`config.mk`:
```
export PLATFORM = sky130hd
export DESIGN_NAME = motor_slew_sched
export DESIGN_NICKNAME = d
export VERILOG_FILES = /design/src/rtl/motor_pkg.sv /design/src/rtl/slew_chan.sv /design/src/rtl/motor_slew_sched.sv
export SDC_FILE = /design/constraint.sdc
export NUM_CORES = 1
export LEC_CHECK = 0
export BUFFER_PORTS_ARGS = -buffer_cell sky130_fd_sc_hd__buf_2
export CAP_MARGIN = 5
export CORE_ASPECT_RATIO = 1.2
export CORE_MARGIN = 5
export CORE_UTILIZATION = 40
export DETAILED_ROUTE_END_ITERATION = 8
export PLACE_DENSITY_LB_ADDON = 0.25
export SETUP_SLACK_MARGIN = 0.5
export SLEW_MARGIN = 10
export SYNTH_ARGS = -nofsm -noshare
export SYNTH_HDL_FRONTEND = slang
export SYNTH_HIERARCHICAL = 1
export SYNTH_SLANG_ARGS = --single-unit
```
`constraint.sdc`:
```
create_clock -name clk -period 8.8 [get_ports clk]
set_clock_uncertainty 0.1 [all_clocks]
set_input_delay 0.44 -clock clk [delete_from_list [all_inputs] [get_ports clk]]
set_output_delay 0.44 -clock clk [all_outputs]
set_load 0.01 [all_outputs]
```
`src/rtl/motor_pkg.sv`:
```
// Shared definitions for the motor speed scheduler and its consumers.
//   - motor_state_t : scheduler state encoding (IDLE, ARMING, RUN, RAMPDN)
//   - SPD_W         : width of one ESC speed word
//   - *_DEF         : default timing/limit constants, also used by the
//                     flight controller so both sides agree on the numbers.
package motor_pkg;

  localparam int SPD_W = 11;

  // 20 ms update period at 50 MHz.
  localparam int PERIOD_DEF    = 1000000;
  localparam int STEP_DEF      = 16;
  localparam int IDLE_SPD_DEF  = 100;
  localparam int ARM_TICKS_DEF = 50;

  typedef enum logic [1:0] {
    IDLE   = 2'd0,
    ARMING = 2'd1,
    RUN    = 2'd2,
    RAMPDN = 2'd3
  } motor_state_t;

  typedef logic [SPD_W-1:0] spd_t;

endpackage

```
`src/rtl/slew_chan.sv`:
```
// One channel of the slew-rate limiter (purely combinational).
// Moves cur toward tgt by at most STEP per evaluation, never overshooting.
//   cur : current registered speed word
//   tgt : effective target for this update
//   nxt : speed word to load at the next update
module slew_chan
  import motor_pkg::*;
#(
  parameter int DATA_W = SPD_W,
  parameter int STEP   = STEP_DEF
) (
  input  logic [DATA_W-1:0] cur,
  input  logic [DATA_W-1:0] tgt,
  output logic [DATA_W-1:0] nxt
);

  localparam logic signed [DATA_W:0] STEP_S = (DATA_W + 1)'(STEP);

  // One extra bit keeps the difference exact across the full 0..max range.
  logic signed [DATA_W:0] diff;
  logic signed [DATA_W:0] delta;

  function automatic logic signed [DATA_W:0] clamp_step(input logic signed [DATA_W:0] d);
    if (d > STEP_S) begin
      return STEP_S;
    end else if (d < -STEP_S) begin
      return -STEP_S;
    end else begin
      return d;
    end
  endfunction

  assign diff  = $signed({1'b0, tgt}) - $signed({1'b0, cur});
  assign delta = clamp_step(diff);
  // cur + delta always lies between cur and tgt, so the top bit is zero.
  assign nxt   = DATA_W'($signed({1'b0, cur}) + delta);

endmodule

```
`src/rtl/motor_slew_sched.sv`:
```
// Motor speed scheduler feeding the four-channel ESC PWM stage.
// Handles arming, soft spin-up at idle speed, per-channel slew limiting,
// controlled spin-down and emergency kill. Speed words change only on the
// edge that ends a period, and wrt flags the following cycle.
//   clk, rst                     : clock, async active-high reset
//   frnt/bck/lft/rght_tgt, tgt_vld : mixer targets, loaded on the strobe
//   arm, kill                    : arm request level, emergency stop level
//   frnt/bck/lft/rght_spd        : registered speed words
//   wrt                          : one-cycle update strobe
//   motors_off                   : forces ESC outputs to zero
//   at_tgt                       : RUN with every channel on its target
module motor_slew_sched
  import motor_pkg::*;
#(
  parameter int PERIOD    = PERIOD_DEF,
  parameter int STEP      = STEP_DEF,
  parameter int IDLE_SPD  = IDLE_SPD_DEF,
  parameter int ARM_TICKS = ARM_TICKS_DEF
) (
  input  logic             clk,
  input  logic             rst,
  input  logic [SPD_W-1:0] frnt_tgt,
  input  logic [SPD_W-1:0] bck_tgt,
  input  logic [SPD_W-1:0] lft_tgt,
  input  logic [SPD_W-1:0] rght_tgt,
  input  logic             tgt_vld,
  input  logic             arm,
  input  logic             kill,
  output logic [SPD_W-1:0] frnt_spd,
  output logic [SPD_W-1:0] bck_spd,
  output logic [SPD_W-1:0] lft_spd,
  output logic [SPD_W-1:0] rght_spd,
  output logic             wrt,
  output logic             motors_off,
  output logic             at_tgt
);

  localparam int CNT_W = (PERIOD > 1) ? $clog2(PERIOD) : 1;
  localparam int ARM_W = $clog2(ARM_TICKS + 1);

  localparam logic [CNT_W-1:0] CNT_LAST = CNT_W'(PERIOD - 1);
  localparam logic [ARM_W-1:0] ARM_LAST = ARM_W'(ARM_TICKS - 1);
  localparam spd_t             IDLE_V   = SPD_W'(IDLE_SPD);

  motor_state_t     state;
  logic [CNT_W-1:0] cnt;
  logic [ARM_W-1:0] arm_cnt;
  logic             kill_lat;
  logic             tick;

  spd_t spd      [4];
  spd_t shd      [4];
  spd_t eff      [4];
  spd_t slew_tgt [4];
  spd_t nxt      [4];

  logic all_zero;
  logic nxt_on_tgt;
  logic idle_on_tgt;

  // While armed the motors never drop below idle speed.
  function automatic spd_t floor_idle(input spd_t t);
    return (t > IDLE_V) ? t : IDLE_V;
  endfunction

  assign tick = (cnt == CNT_LAST);

  always_comb begin
    for (int i = 0; i < 4; i++) begin
      eff[i]      = floor_idle(shd[i]);
      slew_tgt[i] = (state == RAMPDN) ? '0 : eff[i];
    end
  end

  for (genvar g = 0; g < 4; g++) begin : g_chan
    slew_chan #(
      .DATA_W (SPD_W),
      .STEP   (STEP)
    ) u_slew (
      .cur (spd[g]),
      .tgt (slew_tgt[g]),
      .nxt (nxt[g])
    );
  end

  always_comb begin
    all_zero    = 1'b1;
    nxt_on_tgt  = 1'b1;
    idle_on_tgt = 1'b1;
    for (int i = 0; i < 4; i++) begin
      if (spd[i] != '0)     all_zero    = 1'b0;
      if (nxt[i] != eff[i]) nxt_on_tgt  = 1'b0;
      if (IDLE_V != eff[i]) idle_on_tgt = 1'b0;
    end
  end

  always_ff @(posedge clk or posedge rst) begin
    if (rst) begin
      state      <= IDLE;
      cnt        <= '0;
      arm_cnt    <= '0;
      kill_lat   <= 1'b0;
      wrt        <= 1'b0;
      motors_off <= 1'b1;
      at_tgt     <= 1'b0;
      for (int i = 0; i < 4; i++) begin
        spd[i] <= '0;
        shd[i] <= '0;
      end
    end else begin
      wrt <= tick;
      cnt <= tick ? '0 : cnt + 1'b1;

      // A load coinciding with a tick is seen by the slew logic one tick later.
      if (tgt_vld) begin
        shd[0] <= frnt_tgt;
        shd[1] <= bck_tgt;
        shd[2] <= lft_tgt;
        shd[3] <= rght_tgt;
      end

      if (kill) begin
        // Kill acts immediately and latches; re-arm needs arm dropped at a tick.
        state      <= IDLE;
        motors_off <= 1'b1;
        arm_cnt    <= '0;
        kill_lat   <= 1'b1;
        at_tgt     <= 1'b0;
        for (int i = 0; i < 4; i++) spd[i] <= '0;
      end else if (tick) begin
        if (!arm) kill_lat <= 1'b0;

        unique case (state)
          IDLE: begin
            if (arm && !kill_lat) begin
              state      <= ARMING;
              motors_off <= 1'b0;
              arm_cnt    <= '0;
              for (int i = 0; i < 4; i++) spd[i] <= IDLE_V;
            end
          end

          ARMING: begin
            if (!arm) begin
              state      <= IDLE;
              motors_off <= 1'b1;
              arm_cnt    <= '0;
              for (int i = 0; i < 4; i++) spd[i] <= '0;
            end else if (arm_cnt == ARM_LAST) begin
              state   <= RUN;
              arm_cnt <= '0;
              at_tgt  <= idle_on_tgt;
            end else begin
              arm_cnt <= arm_cnt + 1'b1;
            end
          end

          RUN: begin
            // Dropping arm holds the speeds for this tick; ramp-down starts next.
            if (!arm) begin
              state  <= RAMPDN;
              at_tgt <= 1'b0;
            end else begin
              for (int i = 0; i < 4; i++) spd[i] <= nxt[i];
              at_tgt <= nxt_on_tgt;
            end
          end

          RAMPDN: begin
            if (all_zero) begin
              state      <= IDLE;
              motors_off <= 1'b1;
            end else begin
              for (int i = 0; i < 4; i++) spd[i] <= nxt[i];
            end
          end

          default: state <= IDLE;
        endcase
      end
    end
  end

  assign frnt_spd = spd[0];
  assign bck_spd  = spd[1];
  assign lft_spd  = spd[2];
  assign rght_spd = spd[3];

endmodule

```
==> results.txt <==
Routed via count = 10,260
Hold-fix buffers, CTS = 0
H-tree Lvls = 4
Wire per inst = 19.17 um
Worst Path Class, Setup = flop to flop
Minimum clock period = 7.637 ns
Grt ovf = 0
Via density = 5.714
# nets final = 1,547
Antenna-violating nets left = 0
Dominant synthesized flop cell = dfrtp_1
Worst path slowest cell = or4_1
CTS tree = built
Die Height = 195.3 um
Placeable Area = 28,080 um^2
Status = complete, no violations
Vias in the first global route = 10,020
Number of enable flip-flop cells after synthesis = 0
Post-DP Area = 12,190 um^2
Data required, critical path = 9.05 ns
Startpoint types = flop
Max Root-Sink Buffers = 2
Unrepaired setup endpoints after global routing = no
Lkg Pwr = 0.005405 uW
P per Cell Area = 182.9 nW/um^2
Endpoints failing setup = 0
Starting DRT DRC Count = 617
Slew Limit Headroom = 33.50%
Cell count after synthesis = 1,329
Largest net degree at the start of global routing = 89
Worst skew pair latency = 0.43 ns
Clock Sinks = 120
Register area share after synthesis = 26.26%
Post-CTS sizing = 0
Hold crit path type = input pin to asynchronous set/reset pin
CP most frequent cell = inv_1
Area of the die = 32,100 um^2
CP Capture Type = flop
Logic pwr share = 41.5%
Yosys cell types = 91
# Post-CTS Setup Buffers = 0
Worst r2r path cells = 30
FMAX = 130.9 MHz
WL final = 34.41 mm
DR DRC count = 0
Worst-Margin Slew = 0.9975 ns
Setup TNS Final = 0 ns
First-pass GRT wire length = 54.24 mm
Tot GR Track Use = 21.09%
Clock power frac = 30.6%
Syn Std Cell Area = 11,440 um^2
Period Utilization, post-route = 86.79%
Root buffer cell = clkbuf_16
Flop pwr share = 27.9%
Async set or reset register ratio after synthesis = 100.0%
CTS Buf Count = 17
Switch Pwr = 979.1 uW
Commonest non-fill, non-tap cell in the layout = dfrtp_1
Layout cells sized above 1 = 18.36%
Total I/O pin count = 96
Max stage delay on crit path = 0.67 ns
Peak VDD IR = 0.0001000 V
Max Fanout on Critical Path = 6
Port bufs = 95
Max Cap Viol = 0
FP Rows = 67
GPL Wtd Cong = 0.8964
Commonest non-fill, non-tap cells in the layout = dfrtp_1 (119), nand2_1 (103), inv_1 (98)
Total iterations of the first detailed-routing run = 5
Final HPWL DP = 26.70 mm
N_diodes = 0
Sw frac = 41.80%
Synthesis Warnings = 6
Initial antenna violation count = 2
Internal power = 1363 uW
Syn avg cell area = 8.608 um^2
Net count after synthesis = 1,473
Initial Util = 40.74%
Clock transition at path regs = 0.07 ns
Final Cell Area = 12,810 um^2
Area growth syn-to-layout = 11.97%
Final Hold Vio Count = 0
Synth Register Bits = 120
WP data arrival = 7.89 ns
Die width = 164.4 um
Fin. max-slew vios = 0
WHS = 0.04602 ns
[metal layers]
layer | wire length [um] | vias to the layer above | GRT usage, %
met5 | 27 | - | 0
met4 | 954 | 4 | 7.149
met3 | 1662 | 60 | 3.480
met2 | 16860 | 257 | 35.72
met1 | 14910 | 4934 | 27.20
li1 | - | 5001 | -
[state kept, by name (all words and copies together), names as in the netlist]
signal and cells:
arm_cnt 6, at_tgt 1, bck_spd 11, cnt 20, frnt_spd 11, kill_lat 1, lft_spd 11, motors_off 1
rght_spd 11, shd 44, state 2, wrt 1
[worst max-delay path, delay by kind of cell, from the launching register on]
kind	cells	cell delay, ns
and+or+nand+nor	9	2.87
AOI/OAI and AO/OA	11	2.33
adders and majority gates	4	1.23
DFF	1	0.45
xor gates and xnor gates	2	0.30
buffers and inverters	4	0.28
[per-stage QoR]
stage          setup WS, ns  utilization [%]  cells  total power [uW]
2_1_floorplan         2.199                -   1329              1381
3_5_place_dp         0.9547            43.42   1763              1617
4_1_cts              0.9208            45.56   1795              2341
6_report              1.163            45.61   1795              2342
5_1_grt              0.5339            45.61   1795              2476
3_3_place_gp         0.9221            43.42   1763              1610
[power groups by stage]
stage | clock (uW) | combinational, uW | sequential, uW
after floorplan | 0 | 740 | 641
after global placement | 0 | 948 | 662
after detailed placement | 0 | 954 | 663
after CTS | 728 | 961 | 653
after global routing | 754 | 1060 | 659
final | 716 | 972 | 654
[final cells by class]
| class | instances | area, um^2 |
|---|---|---|
| clock buffer | 17 | 425.4 |
| multi-input combinational | 1061 | 7816 |
| clock inverter | 15 | 175.2 |
| tap | 379 | 474.2 |
| sequential | 120 | 3004 |
| inverter | 100 | 377.9 |
| timing repair buffer | 103 | 535.5 |
| fill | 2740 | 15270 |
[worst paths after layout]
| check | startpoint | endpoint | slack, ns |
|---|---|---|---|
| worst max-delay path | shd[21] | at_tgt | 1.16 |
| worst min-delay path | rst | cnt[3] | 0.05 |
| worst max register to register | shd[21] | at_tgt | 1.16 |
| worst min register to register | kill_lat | kill_lat | 0.38 |
| max in group asynchronous | rst | shd[13] | 7.24 |
| min in group clk | lft_tgt[1] | shd[12] | 0.14 |
[cell families after synthesis]
group	count (synthesis)	synth area share, %
buf+inv	148	5.633
xor+xnor	118	9.034
simple gates	463	21.81
compound gates	346	22.51
flops	120	26.26
mux	39	3.839
fa+ha+maj	95	10.92
[cells in the mapped netlist, types with 9 or more instances]
| cell type | number | area, um^2 |
|---|---|---|
| buf_2 | 9 | 45.04 |
| and2_1 | 39 | 244.0 |
| nor3_1 | 43 | 215.2 |
| dfrtp_1 | 119 | 2978 |
| a211oi_1 | 11 | 82.58 |
| o22ai_1 | 10 | 62.56 |
| mux2_2 | 39 | 439.2 |
| nand3_1 | 22 | 110.1 |
| nand2_2 | 17 | 106.4 |
| nand2_1 | 103 | 386.6 |
| nor2b_1 | 21 | 131.4 |
| a21o_1 | 21 | 157.7 |
| or3_1 | 15 | 93.84 |
| nand4_1 | 15 | 93.84 |
| a21oi_1 | 69 | 345.3 |
| a31oi_1 | 16 | 100.1 |
| and3_1 | 14 | 87.58 |
| o31ai_2 | 13 | 162.7 |
| clkbuf_1 | 22 | 82.58 |
| o211ai_1 | 10 | 75.07 |
| nor2_1 | 90 | 337.8 |
| a221oi_1 | 12 | 105.1 |
| xor2_1 | 56 | 490.5 |
| nor4_1 | 22 | 137.6 |
| ha_1 | 87 | 1089 |
| o21ai_0 | 71 | 355.3 |
| o32ai_1 | 16 | 140.1 |
| inv_1 | 99 | 371.6 |
| nand2b_1 | 9 | 56.30 |
| xnor2_1 | 62 | 543.0 |
No activity file was read; power rests on OpenSTA's default activity.
